`src/rtl/cmos_frame_cropper_if.sv`:
```
// rtl/cmos_frame_cropper_if.sv - cropped pixel stream with SOF/EOL sideband
interface cmos_frame_cropper_if;
    logic [15:0] oDATA;
    logic        oSOF;
    logic        oEOL;
    logic        oVALID;
    logic        iREADY;

    modport master (output oDATA, oSOF, oEOL, oVALID, input iREADY);
    modport slave  (input oDATA, oSOF, oEOL, oVALID, output iREADY);
endinterface

```
`src/rtl/cmos_frame_cropper.sv`:
```
// rtl/cmos_frame_cropper.sv - crops a fixed window from the CMOS pixel stream into a FWFT FIFO
module cmos_frame_cropper #(
    parameter int H_START    = 0,
    parameter int H_SIZE     = 640,
    parameter int V_START    = 0,
    parameter int V_SIZE     = 480,
    parameter int FIFO_DEPTH = 64
) (
    input  logic                  iCLK,
    input  logic                  iRST,
    input  logic                  iFRAME_VALID,
    input  logic                  iHREF,
    input  logic                  iPIX_EN,
    input  logic [15:0]           iPIX_DATA,
    cmos_frame_cropper_if.master  m_stream,
    output logic                  oFRAME_DONE,
    output logic                  oFRAME_OK,
    output logic                  oOVERFLOW,
    output logic [7:0]            oFRAME_CNT
);
    localparam int AW = $clog2(FIFO_DEPTH);
    localparam int CW = AW + 1;
    localparam logic [11:0] X_LO   = 12'(H_START);
    localparam logic [11:0] X_SZ   = 12'(H_SIZE);
    localparam logic [11:0] X_LAST = 12'(H_START + H_SIZE - 1);
    localparam logic [11:0] Y_LO   = 12'(V_START);
    localparam logic [11:0] Y_SZ   = 12'(V_SIZE);
    localparam logic [11:0] Y_END  = 12'(V_START + V_SIZE);
    localparam logic [CW-1:0] FULL = CW'(FIFO_DEPTH);

    typedef enum logic [1:0] {WAIT_IDLE, WAIT_SOF, ACTIVE, DROP} state_t;

    state_t        state_q, state_d;
    logic          fv_q, href_q;
    logic          fv_rise, fv_fall, href_fall;
    logic [11:0]   x_q, x_d, y_q, y_d;
    logic [11:0]   x_off, y_off;
    logic          in_window;
    logic          ovf_d, done_d, ok_d;
    logic [7:0]    cnt_d;
    logic          wr_en;
    logic [17:0]   wr_word;

    logic [17:0]   mem [FIFO_DEPTH];
    logic [AW-1:0] wr_ptr, rd_ptr;
    logic [CW-1:0] count, count_d;
    logic          valid_q;
    logic          rd_en;
    logic [17:0]   head;

    // Edges compare the previous registered sample with the live input so frame/line ends act in the same cycle.
    assign fv_rise   = ~fv_q & iFRAME_VALID;
    assign fv_fall   = fv_q & ~iFRAME_VALID;
    assign href_fall = href_q & ~iHREF;

    // Offsets wrap to large values when below the window start, so one unsigned compare covers both bounds.
    assign x_off     = x_q - X_LO;
    assign y_off     = y_q - Y_LO;
    assign in_window = (x_off < X_SZ) && (y_off < Y_SZ);
    assign wr_word   = {(x_q == X_LO) && (y_q == Y_LO), (x_q == X_LAST), iPIX_DATA};

    // Register the qualifier samples used for edge detection.
    always_ff @(posedge iCLK) begin
        if (iRST) begin
            fv_q   <= 1'b0;
            href_q <= 1'b0;
        end else begin
            fv_q   <= iFRAME_VALID;
            href_q <= iHREF;
        end
    end

    // Crop state machine: the pixel is handled first, then line end, then frame end, all in one cycle.
    always_comb begin
        state_d = state_q;
        x_d     = x_q;
        y_d     = y_q;
        ovf_d   = oOVERFLOW;
        done_d  = 1'b0;
        ok_d    = oFRAME_OK;
        cnt_d   = oFRAME_CNT;
        wr_en   = 1'b0;
        unique case (state_q)
            WAIT_IDLE: begin
                if (!iFRAME_VALID) state_d = WAIT_SOF;
            end
            WAIT_SOF: begin
                if (fv_rise) begin
                    state_d = ACTIVE;
                    x_d     = '0;
                    y_d     = '0;
                    ovf_d   = 1'b0;
                end
            end
            ACTIVE: begin
                if (iPIX_EN) begin
                    if (x_q != 12'hFFF) x_d = x_q + 12'd1;
                    if (in_window) begin
                        if (count < FULL) begin
                            wr_en = 1'b1;
                        end else begin
                            ovf_d   = 1'b1;
                            state_d = DROP;
                        end
                    end
                end
                if (href_fall) begin
                    if (x_d != 12'd0 && y_q != 12'hFFF) y_d = y_q + 12'd1;
                    x_d = '0;
                end
                if (fv_fall) begin
                    done_d  = 1'b1;
                    ok_d    = (y_d >= Y_END) && (state_d != DROP);
                    if (ok_d) cnt_d = oFRAME_CNT + 8'd1;
                    state_d = WAIT_SOF;
                end
            end
            DROP: begin
                if (fv_fall) begin
                    done_d  = 1'b1;
                    ok_d    = 1'b0;
                    state_d = WAIT_SOF;
                end
            end
        endcase
    end

    // State, position counters and frame status registers.
    always_ff @(posedge iCLK) begin
        if (iRST) begin
            state_q     <= WAIT_IDLE;
            x_q         <= '0;
            y_q         <= '0;
            oFRAME_DONE <= 1'b0;
            oFRAME_OK   <= 1'b0;
            oOVERFLOW   <= 1'b0;
            oFRAME_CNT  <= '0;
        end else begin
            state_q     <= state_d;
            x_q         <= x_d;
            y_q         <= y_d;
            oFRAME_DONE <= done_d;
            oFRAME_OK   <= ok_d;
            oOVERFLOW   <= ovf_d;
            oFRAME_CNT  <= cnt_d;
        end
    end

    // valid_q rises one cycle after the count leaves zero and drops as soon as the last word is read.
    assign rd_en   = valid_q & m_stream.iREADY;
    assign count_d = count + CW'(wr_en) - CW'(rd_en);

    // FIFO pointers, occupancy and the delayed valid flag.
    always_ff @(posedge iCLK) begin
        if (iRST) begin
            wr_ptr  <= '0;
            rd_ptr  <= '0;
            count   <= '0;
            valid_q <= 1'b0;
        end else begin
            if (wr_en) wr_ptr <= wr_ptr + AW'(1);
            if (rd_en) rd_ptr <= rd_ptr + AW'(1);
            count   <= count_d;
            valid_q <= (count != '0) && (count_d != '0);
        end
    end

    // Storage array; contents need no reset because valid_q gates everything downstream.
    always_ff @(posedge iCLK) begin
        if (wr_en) mem[wr_ptr] <= wr_word;
    end

    assign head            = valid_q ? mem[rd_ptr] : '0;
    assign m_stream.oDATA  = head[15:0];
    assign m_stream.oEOL   = head[16];
    assign m_stream.oSOF   = head[17];
    assign m_stream.oVALID = valid_q;
endmodule

```
`src/flat_wrapper.sv`:
```
// flat-port wrapper written by rule: the top's interface ports become plain ports
module cmos_frame_cropper_flat 
#(
    parameter int H_START    = 0,
    parameter int H_SIZE     = 640,
    parameter int V_START    = 0,
    parameter int V_SIZE     = 480,
    parameter int FIFO_DEPTH = 64
)
  (iCLK, iRST, iFRAME_VALID, iHREF, iPIX_EN, iPIX_DATA, oFRAME_DONE, oFRAME_OK, oOVERFLOW, oFRAME_CNT, m_stream_oDATA, m_stream_oSOF, m_stream_oEOL, m_stream_oVALID, m_stream_iREADY);
  cmos_frame_cropper_if m_stream_i ();
  input  logic iCLK;
  input  logic iRST;
  input  logic iFRAME_VALID;
  input  logic iHREF;
  input  logic iPIX_EN;
  input  logic [15:0] iPIX_DATA;
  output logic oFRAME_DONE;
  output logic oFRAME_OK;
  output logic oOVERFLOW;
  output logic [7:0] oFRAME_CNT;
  output wire logic [$bits(m_stream_i.oDATA)-1:0] m_stream_oDATA;
  output wire logic [$bits(m_stream_i.oSOF)-1:0] m_stream_oSOF;
  output wire logic [$bits(m_stream_i.oEOL)-1:0] m_stream_oEOL;
  output wire logic [$bits(m_stream_i.oVALID)-1:0] m_stream_oVALID;
  input wire logic [$bits(m_stream_i.iREADY)-1:0] m_stream_iREADY;
  assign m_stream_oDATA = m_stream_i.oDATA;
  assign m_stream_oSOF = m_stream_i.oSOF;
  assign m_stream_oEOL = m_stream_i.oEOL;
  assign m_stream_oVALID = m_stream_i.oVALID;
  assign m_stream_i.iREADY = m_stream_iREADY;
  cmos_frame_cropper #(.H_START(H_START), .H_SIZE(H_SIZE), .V_START(V_START), .V_SIZE(V_SIZE), .FIFO_DEPTH(FIFO_DEPTH)) u_core (.iCLK(iCLK), .iRST(iRST), .iFRAME_VALID(iFRAME_VALID), .iHREF(iHREF), .iPIX_EN(iPIX_EN), .iPIX_DATA(iPIX_DATA), .m_stream(m_stream_i), .oFRAME_DONE(oFRAME_DONE), .oFRAME_OK(oFRAME_OK), .oOVERFLOW(oOVERFLOW), .oFRAME_CNT(oFRAME_CNT));
endmodule
```
`config.mk`:
```
export PLATFORM = sky130hd
export DESIGN_NAME = cmos_frame_cropper_flat
export DESIGN_NICKNAME = d
export VERILOG_FILES = /design/src/rtl/cmos_frame_cropper_if.sv /design/src/rtl/cmos_frame_cropper.sv /design/src/flat_wrapper.sv
export SDC_FILE = /design/constraint.sdc
export NUM_CORES = 1
export LEC_CHECK = 0
export CORE_MARGIN = 2
export CORE_UTILIZATION = 30
export CTS_BUF_LIST = sky130_fd_sc_hd__clkbuf_8 sky130_fd_sc_hd__clkbuf_16
export DETAILED_ROUTE_END_ITERATION = 10
export GPL_TIMING_DRIVEN = 1
export RECOVER_POWER = 25
export SLEW_MARGIN = 10
export SYNTH_ARGS = -nofsm -noshare
export SYNTH_HDL_FRONTEND = slang
export SYNTH_SLANG_ARGS = --single-unit
```
`constraint.sdc`:
```
create_clock -name iCLK -period 7.4 [get_ports iCLK]
set_clock_uncertainty 0.15 [all_clocks]
set_input_delay 1.48 -clock iCLK [delete_from_list [all_inputs] [get_ports iCLK]]
set_output_delay 1.48 -clock iCLK [all_outputs]
set_load 0.01 [all_outputs]
```
==> out/results.tsv, run 1 <==
stage	metric	value	unit
hold_path	whs_path_depth	2	
grt	grt_pass1_wl	164.9	mm
setup_path	crit_type	register to output pin	
timing	fmax	0.1620	GHz
floorplan	fp.coreArea	0.1582	mm2
floorplan	die-area	0.1623	mm2
cells_and_area	postLayoutCellArea	0.05488	mm2
setup_path	ff2ff_path_depth	9	
yosys	syn_nets	2232	
timing	rsz0062_at_grt	no	
route	vias_per_cell	5.088	
clock_network	clk_path_buf_depth	3	
power_and_ir_drop	p_seq_share	49.3	%
floorplan	fp.dieH	402.9	um
route	route.top_layer_used	met5	
power_and_ir_drop	total_leakage_power	0.01628	uW
clock_network	cts.sinks	1217	
power_and_ir_drop	combPwrFrac	12.8	%
yosys	synth_seq_area_share	75.21	%
yosys	ys_seq_elements	1217	
setup_path	worstPathMaxFanout	36	
cells_and_area	fillerInstances	14520	
cells_and_area	fin_util	34.69	%
cells_and_area	area_delta_synth_final	14.98	%
timing	period_share	83.39	%
place	dpl_cell_area	0.05111	mm2
timing	relSlewSlack	-139.0	%
setup_path	crit_required	5770	ps
yosys	synth_ff_type	edfxtp_1	
clock_network	cts_tree	yes	
route	routed_wl	113.5	mm
floorplan	start_util	30.17	%
power_and_ir_drop	switchingPower	3720	uW
cells_and_area	drive_gt1_share	29.15	%
grt	antenna_found_initial	6	
grt	overflow	0	
route	drt_iter0_drc	2571	
power_and_ir_drop	power_density	283.5	mW/mm2
clock_network	ctsHoldBuffers	0	
cells_and_area	multi_input_area	0.01141	mm2
setup_path	timing.rr.start	u_core.y_q[9]	
floorplan	fp.dieW	402.9	um
setup_path	cp_data_arrival_time	4540	ps
timing	setup_viol	0	
clock_network	insertion_delay	740	ps
place	gp_congestion	0.8173	
clock_network	clkTransAtPathRegs	60	ps
hold_path	hold_class	register to register	
yosys	async_flop_share	0	%
floorplan	num_rows	146	
run	maxCapViolCount	16	
clock_network	cts_root_buf	clkbuf_16	
power_and_ir_drop	p_sw_share	23.91	%
setup_path	start_kind	register	
yosys	syn_area	0.04773	mm2
grt	grt_pass1_vias	23120	
place	place_hpwl	67.78	mm
yosys	synth.distinct_cells	67	
power_and_ir_drop	ir_drop	0.0001881	V
timing	min_period	6171	ps
grt	grtUsageTotal	13.84	%
floorplan	ioPinCount	52	
yosys	ys_warn_count	0	
clock_network	postCtsSetupBuffers	0	
timing	report.final.hold_viol_count	0	
route	wl_per_cell	25.29	um
route	drt_pass1_iterations	7	
timing	drv_slew	1036	
power_and_ir_drop	clkPwrFrac	37.8	%
route	ant_nets	0	
cells_and_area	seqCellArea	0.03591	mm2
setup_path	crit_path_end_kind	output pin	
yosys	avgSynthCellArea	21.80	um2
hold_path	hold_path_startpoint	u_core.oFRAME_OK	
outcome	outcome	finished, violations left	
route	drc	0	
grt	grt_max_degree	83	
clock_network	htreeDepth	3	
clock_network	cts_resized	0	
route	wl_met2	53.98	mm
route	wl_met3	8.258	mm
timing	tns	0	ps
clock_network	cts_buffers	117	
place	io_buffers	51	
outcome	violations	max-capacitance violations, max-slew violations	
yosys	synthCells	2189	
route	vias	22830	
power_and_ir_drop	intPower	11840	uW
cells_and_area	layout.nets	2355	
timing	worstMarginPinSlew	3586	ps
yosys	synth_edf_count	1152	
route	wl_met1	49.15	mm
[synthesized netlist by cell type, types with 7 or more instances]
library cell  count  area, um2
nand3b_1          9      67.56
buf_1            33      123.9
a311oi_1         10      87.58
nor4_1            8      50.05
nor2b_1          11      68.82
inv_1            25      93.84
nor2_1          122      457.9
dfxtp_1          65       1301
xnor2_1          14      122.6
o21ai_0          22      110.1
ha_1             20      250.2
a21oi_1          33      165.2
nand2_1          39      146.4
nand3_1          17      85.08
clkbuf_1         76      285.3
nor3_1            8      40.04
nand4_1          16      100.1
mux4_2          378       8513
xor2_1            9      78.83
edfxtp_1       1152      34590
and4_1            7      61.31
and2_1           23      143.9
[power groups by stage]
stage | Clock, uW | Combinational, uW | Sequential (uW)
floorplan | 0 | 1310 | 7740
global placement | 0 | 2000 | 7810
detailed placement | 0 | 2030 | 7810
CTS | 6010 | 2030 | 7660
global route | 6260 | 2130 | 7680
finish | 5880 | 2000 | 7670
[sequential cells by signal, indices dropped and copies added (netlist names), named ones only]
| name | flops |
|---|---|
| u_core.oFRAME_CNT | 8 |
| u_core.mem | 1152 |
| u_core.wr_ptr | 6 |
| u_core.href_q | 1 |
| u_core.count | 7 |
| u_core.oFRAME_DONE | 1 |
| u_core.rd_ptr | 6 |
| u_core.oFRAME_OK | 1 |
| u_core.oOVERFLOW | 1 |
| u_core.fv_q | 1 |
| u_core.m_stream.oVALID | 1 |
| u_core.state_q | 2 |
| u_core.y_q | 12 |
| u_core.x_q | 12 |
[final timing paths]
check / slack, ps / endpoint
max: 1230 / m_stream_oDATA[4]
min: 310 / u_core.oFRAME_OK
max reg2reg: 2750 / u_core.mem[31][11]
min reg2reg: 310 / u_core.oFRAME_OK
[layout make-up]
class / instances / share of cell area, %
Sequential cell: 1217 / 65.44
Multi-Input combinational cell: 827 / 20.80
Clock buffer: 119 / 5.427
Tap cell: 2072 / 4.724
Timing Repair Buffer: 124 / 1.890
Clock inverter: 100 / 1.544
Inverter: 25 / 0.1710
Antenna cell: 2 / 0.009120
[critical path: stages (launching register included)]
cell,delay (ps)
dfxtp_4,880
buf_4,510
mux4_2,580
mux4_2,580
mux4_2,520
and2_1,220
clkdlybuf4s50_1,500
[cell families after synthesis]
family | count (synthesis) | share of synthesized area [%]
flip-flops | 1217 | 75.21
multiplexers | 383 | 17.95
AND/OR/NAND/NOR | 293 | 3.075
buffers and inverters | 145 | 1.237
AO/OA/AOI/OAI | 107 | 1.539
XOR/XNOR | 23 | 0.4221
adder cells (fa/ha/maj) | 21 | 0.5663
[stage by stage]
step	instances	power, uW	hold WS, ps	worst slack, ps
final	4486	15560	311.9	1229
after global routing	4484	16070	362.1	962.5
after CTS	4484	15700	317.8	1070
after detailed placement	4265	9838	309.1	1338
after global placement	4265	9802	304.4	1533
after floorplan	2189	9054	330.5	1722
[metal layers]
layer / vias to the layer above / track usage (%)
li1: 9457 / -
met1: 12290 / 19.84
met2: 928 / 21.92
met3: 150 / 2.681
met4: 6 / 2.977
met5: - / 0
[cell usage in the layout (no fill, tap or decap), drive strengths merged, types with 5 or more instances in the layout]
master,count
clkbuf,136
ha,20
and2,26
and3,6
nand2,39
o21ai,22
edfxtp,1152
a211oi,5
clkdlybuf4s50,34
nor3,9
clkinvlp,8
nor2b,11
xor2,9
a311oi,10
nand3b,9
a31oi,5
dfxtp,65
xnor2,14
and4,7
nor2,122
a21oi,34
mux4,378
bufinv,11
nand2b,6
nor4,8
buf,73
nand3,18
nand4,16
clkinv,57
inv,49
Power figures use the tool's default switching activity.
==> inputs of run 2 (changes only) <==
==> constraint.sdc (replaced) <==
create_clock -name iCLK -period 5.75 [get_ports iCLK]
set_clock_uncertainty 0.15 [all_clocks]
set_input_delay 1.15 -clock iCLK [delete_from_list [all_inputs] [get_ports iCLK]]
set_output_delay 1.15 -clock iCLK [all_outputs]
set_load 0.01 [all_outputs]
==> run 2 against run 1 <==
  * The flow still finishes with violations (max-capacitance violations, max-slew violations)
  * Hold slack better by 15 ps
  * Die area is the same
  * Sequential share of layout area down 0.16 points
  * Cell count increased by 0.71%
  * Via count increased by 0.67%
  * Sequential cell count did not move
  * Routed wire length increased by 1.3%
  * Setup slack got worse by 970 ps
  * Global-route usage grew 0.18 points
  * Critical endpoint is now m_stream_oDATA[2]
  * Largest power group unchanged
==> out/results.tsv, run 2 (synthesis results as in run 1) <==
stage	metric	value	unit	change
outcome	outcome	finished, violations left		
route	drt_iter0_drc	2174		-15%
place	place_ws	605.6	ps	-732.3 ps
clock_network	cts.sinks	1217		unchanged
cells_and_area	largest_register	u_core.mem		
setup_path	path_common_cell	mux4_2		
setup_path	start_kind	register		
place	place_hpwl	66.36	mm	-2.1%
clock_network	htreeDepth	3		unchanged
setup_path	crit_path_end_kind	output pin		
timing	drv_slew	878		-15%
setup_path	path_cells	buf_12 > buf_12 > mux4_2 > mux4_2 > mux4_2 > and2_1 > clkdlybuf4s50_1		
route	ant_nets	0		unchanged
setup_path	crit_required	4450	ps	-1320 ps
timing	fin_ws	258.4	ps	-970.6 ps
grt	grt_pass1_vias	23700		+2.5%
cells_and_area	postLayoutCellArea	0.05501	mm2	+0.25%
clock_network	postCtsSetupBuffers	0		unchanged
floorplan	fp.dieH	402.9	um	unchanged
power_and_ir_drop	power_density	357.7	mW/mm2	+26%
cells_and_area	largest_register_ff_count	1152		unchanged
clock_network	ctsHoldBuffers	0		unchanged
floorplan	die-area	0.1623	mm2	unchanged
place	dpl_cell_area	0.05139	mm2	+0.56%
setup_path	max_stage_delay	600	ps	-280 ps
cells_and_area	final_common_cell	edfxtp_1		
cells_and_area	layout.nets	2389		+1.4%
floorplan	fp.coreArea	0.1582	mm2	unchanged
clock_network	cts_buffers	117		unchanged
power_and_ir_drop	combPwrFrac	13.2	%	+0.4 points
route	vias_per_cell	5.086		about the same
route	routed_wl	114.9	mm	+1.3%
setup_path	worstPathMaxFanout	35		-2.8%
power_and_ir_drop	p_sw_share	23.93	%	about the same
grt	antenna_found_initial	5		-1
run	maxCapViolCount	14		-2
power_and_ir_drop	switchingPower	4710	uW	+27%
power_and_ir_drop	clkPwrFrac	37.0	%	-0.8 points
timing	report.final.hold_viol_count	0		unchanged
cells_and_area	top_regs	u_core.mem (1152), u_core.x_q (12), u_core.y_q (12)		
place	placed_cells	4298		+0.77%
route	wl_per_cell	25.43	um	+0.54%
route	vias	22980		+0.67%
cells_and_area	drive_gt1_share	29.80	%	+0.65 points
timing	min_period	5492	ps	
clock_network	cts_root_buf	clkbuf_16		
grt	grt_max_degree	96		+16%
power_and_ir_drop	ir_drop	0.0002848	V	+51%
setup_path	crit_type	register to output pin		
timing	period_share	95.51	%	
setup_path	cp_data_arrival_time	4190	ps	-350 ps
floorplan	num_rows	146		unchanged
clock_network	clk_path_buf_depth	3		unchanged
clock_network	clkTransAtPathRegs	60	ps	about the same
timing	setup_viol	0		unchanged
place	io_buffers	51		unchanged
timing	rsz0062_at_grt	no		
hold_path	hold_class	register to register		
grt	overflow	0		unchanged
cells_and_area	fin_util	34.77	%	+0.086 points
timing	tns	0	ps	unchanged
clock_network	cts_resized	0		unchanged
floorplan	fp.dieW	402.9	um	unchanged
floorplan	ioPinCount	52		unchanged
grt	grtUsageTotal	14.02	%	+0.18 points
clock_network	insertion_delay	730	ps	about the same
setup_path	slowest_stage	mux4_2		
floorplan	start_util	30.17	%	unchanged
timing	fmax	0.1821	GHz	
outcome	violations	max-capacitance violations, max-slew violations		
route	drt_pass1_iterations	7		unchanged
cells_and_area	final_cells	4518		+0.71%
grt	grt_pass1_wl	166.8	mm	+1.1%
place	gp_congestion	0.7950		-2.7%
power_and_ir_drop	intPower	14970	uW	+26%
power_and_ir_drop	total_leakage_power	0.01643	uW	+0.94%
cells_and_area	final_cell_mix	1152 x edfxtp_1, 378 x mux4_2, 117 x clkbuf_16		
cells_and_area	area_delta_synth_final	15.27	%	
timing	worstMarginPinSlew	3366	ps	-219.9 ps
power_and_ir_drop	p_seq_share	49.8	%	+0.5 points
clock_network	cts_tree	yes		
timing	relSlewSlack	-124.4	%	+15 points
route	drc	0		unchanged
run 2: cell count changes in the layout (fill, tap and decap cells not counted), moves of 3 or more:
cell       change
buf_4         +35
bufinv_16      -5
buf_12         +3
clkinv_1       -3
inv_1          +8
buf_2          -5
run 2: final timing paths:
kind | depth (start not counted) | endpoint | from | slack [ps]
min reg2reg | 2 | u_core.oFRAME_OK | u_core.oFRAME_OK | 330
max | 7 | m_stream_oDATA[2] | register | 260
min | 2 | u_core.oFRAME_OK | u_core.oFRAME_OK | 330
max reg2reg | 16 | u_core.m_stream.oVALID | u_core.y_q[9] | 1520
run 2: metrics by stage:
stage	total power, uW	hold WS, ps
6_report	19680	326.7
3_5_place_dp	12620	314.2
5_1_grt	20360	357.7
2_1_floorplan	11650	330.5
4_1_cts	19890	329.3
3_3_place_gp	12550	299.5
run 2: cell type report:
type | instances | area, um2
Fill cell | 14510 | 103200
Clock buffer | 118 | 2942
Tap cell | 2072 | 2592
Timing Repair Buffer | 158 | 1339
Clock inverter | 98 | 715.7
Multi-Input combinational cell | 827 | 11410
Inverter | 25 | 93.84
Sequential cell | 1217 | 35910
Antenna cell | 3 | 7.507
run 2: per-layer routing:
layer / vias to the layer above / GRT usage [%] / wire (um)
li1: 9506 / - / -
met3: 169 / 2.280 / 6853
met1: 12490 / 19.38 / 48900
met5: - / 0 / 13
met2: 812 / 23.28 / 56710
met4: 2 / 3.154 / 2409
run 2: critical path, delay by kind of cell, from the launching register on:
family,cells,cell delay (ps)
multiplexers,3,1720
AND/OR/NAND/NOR,1,190
buffers and inverters,3,1010
flip-flops,1,500
run 2: power groups by stage:
stage	Sequential (uW)	Clock (uW)	Combinational, uW
after floorplan	9960	0	1690
after global placement	9980	0	2570
after detailed placement	9980	0	2640
after CTS	9790	7450	2650
after global routing	9810	7780	2770
final	9810	7280	2590
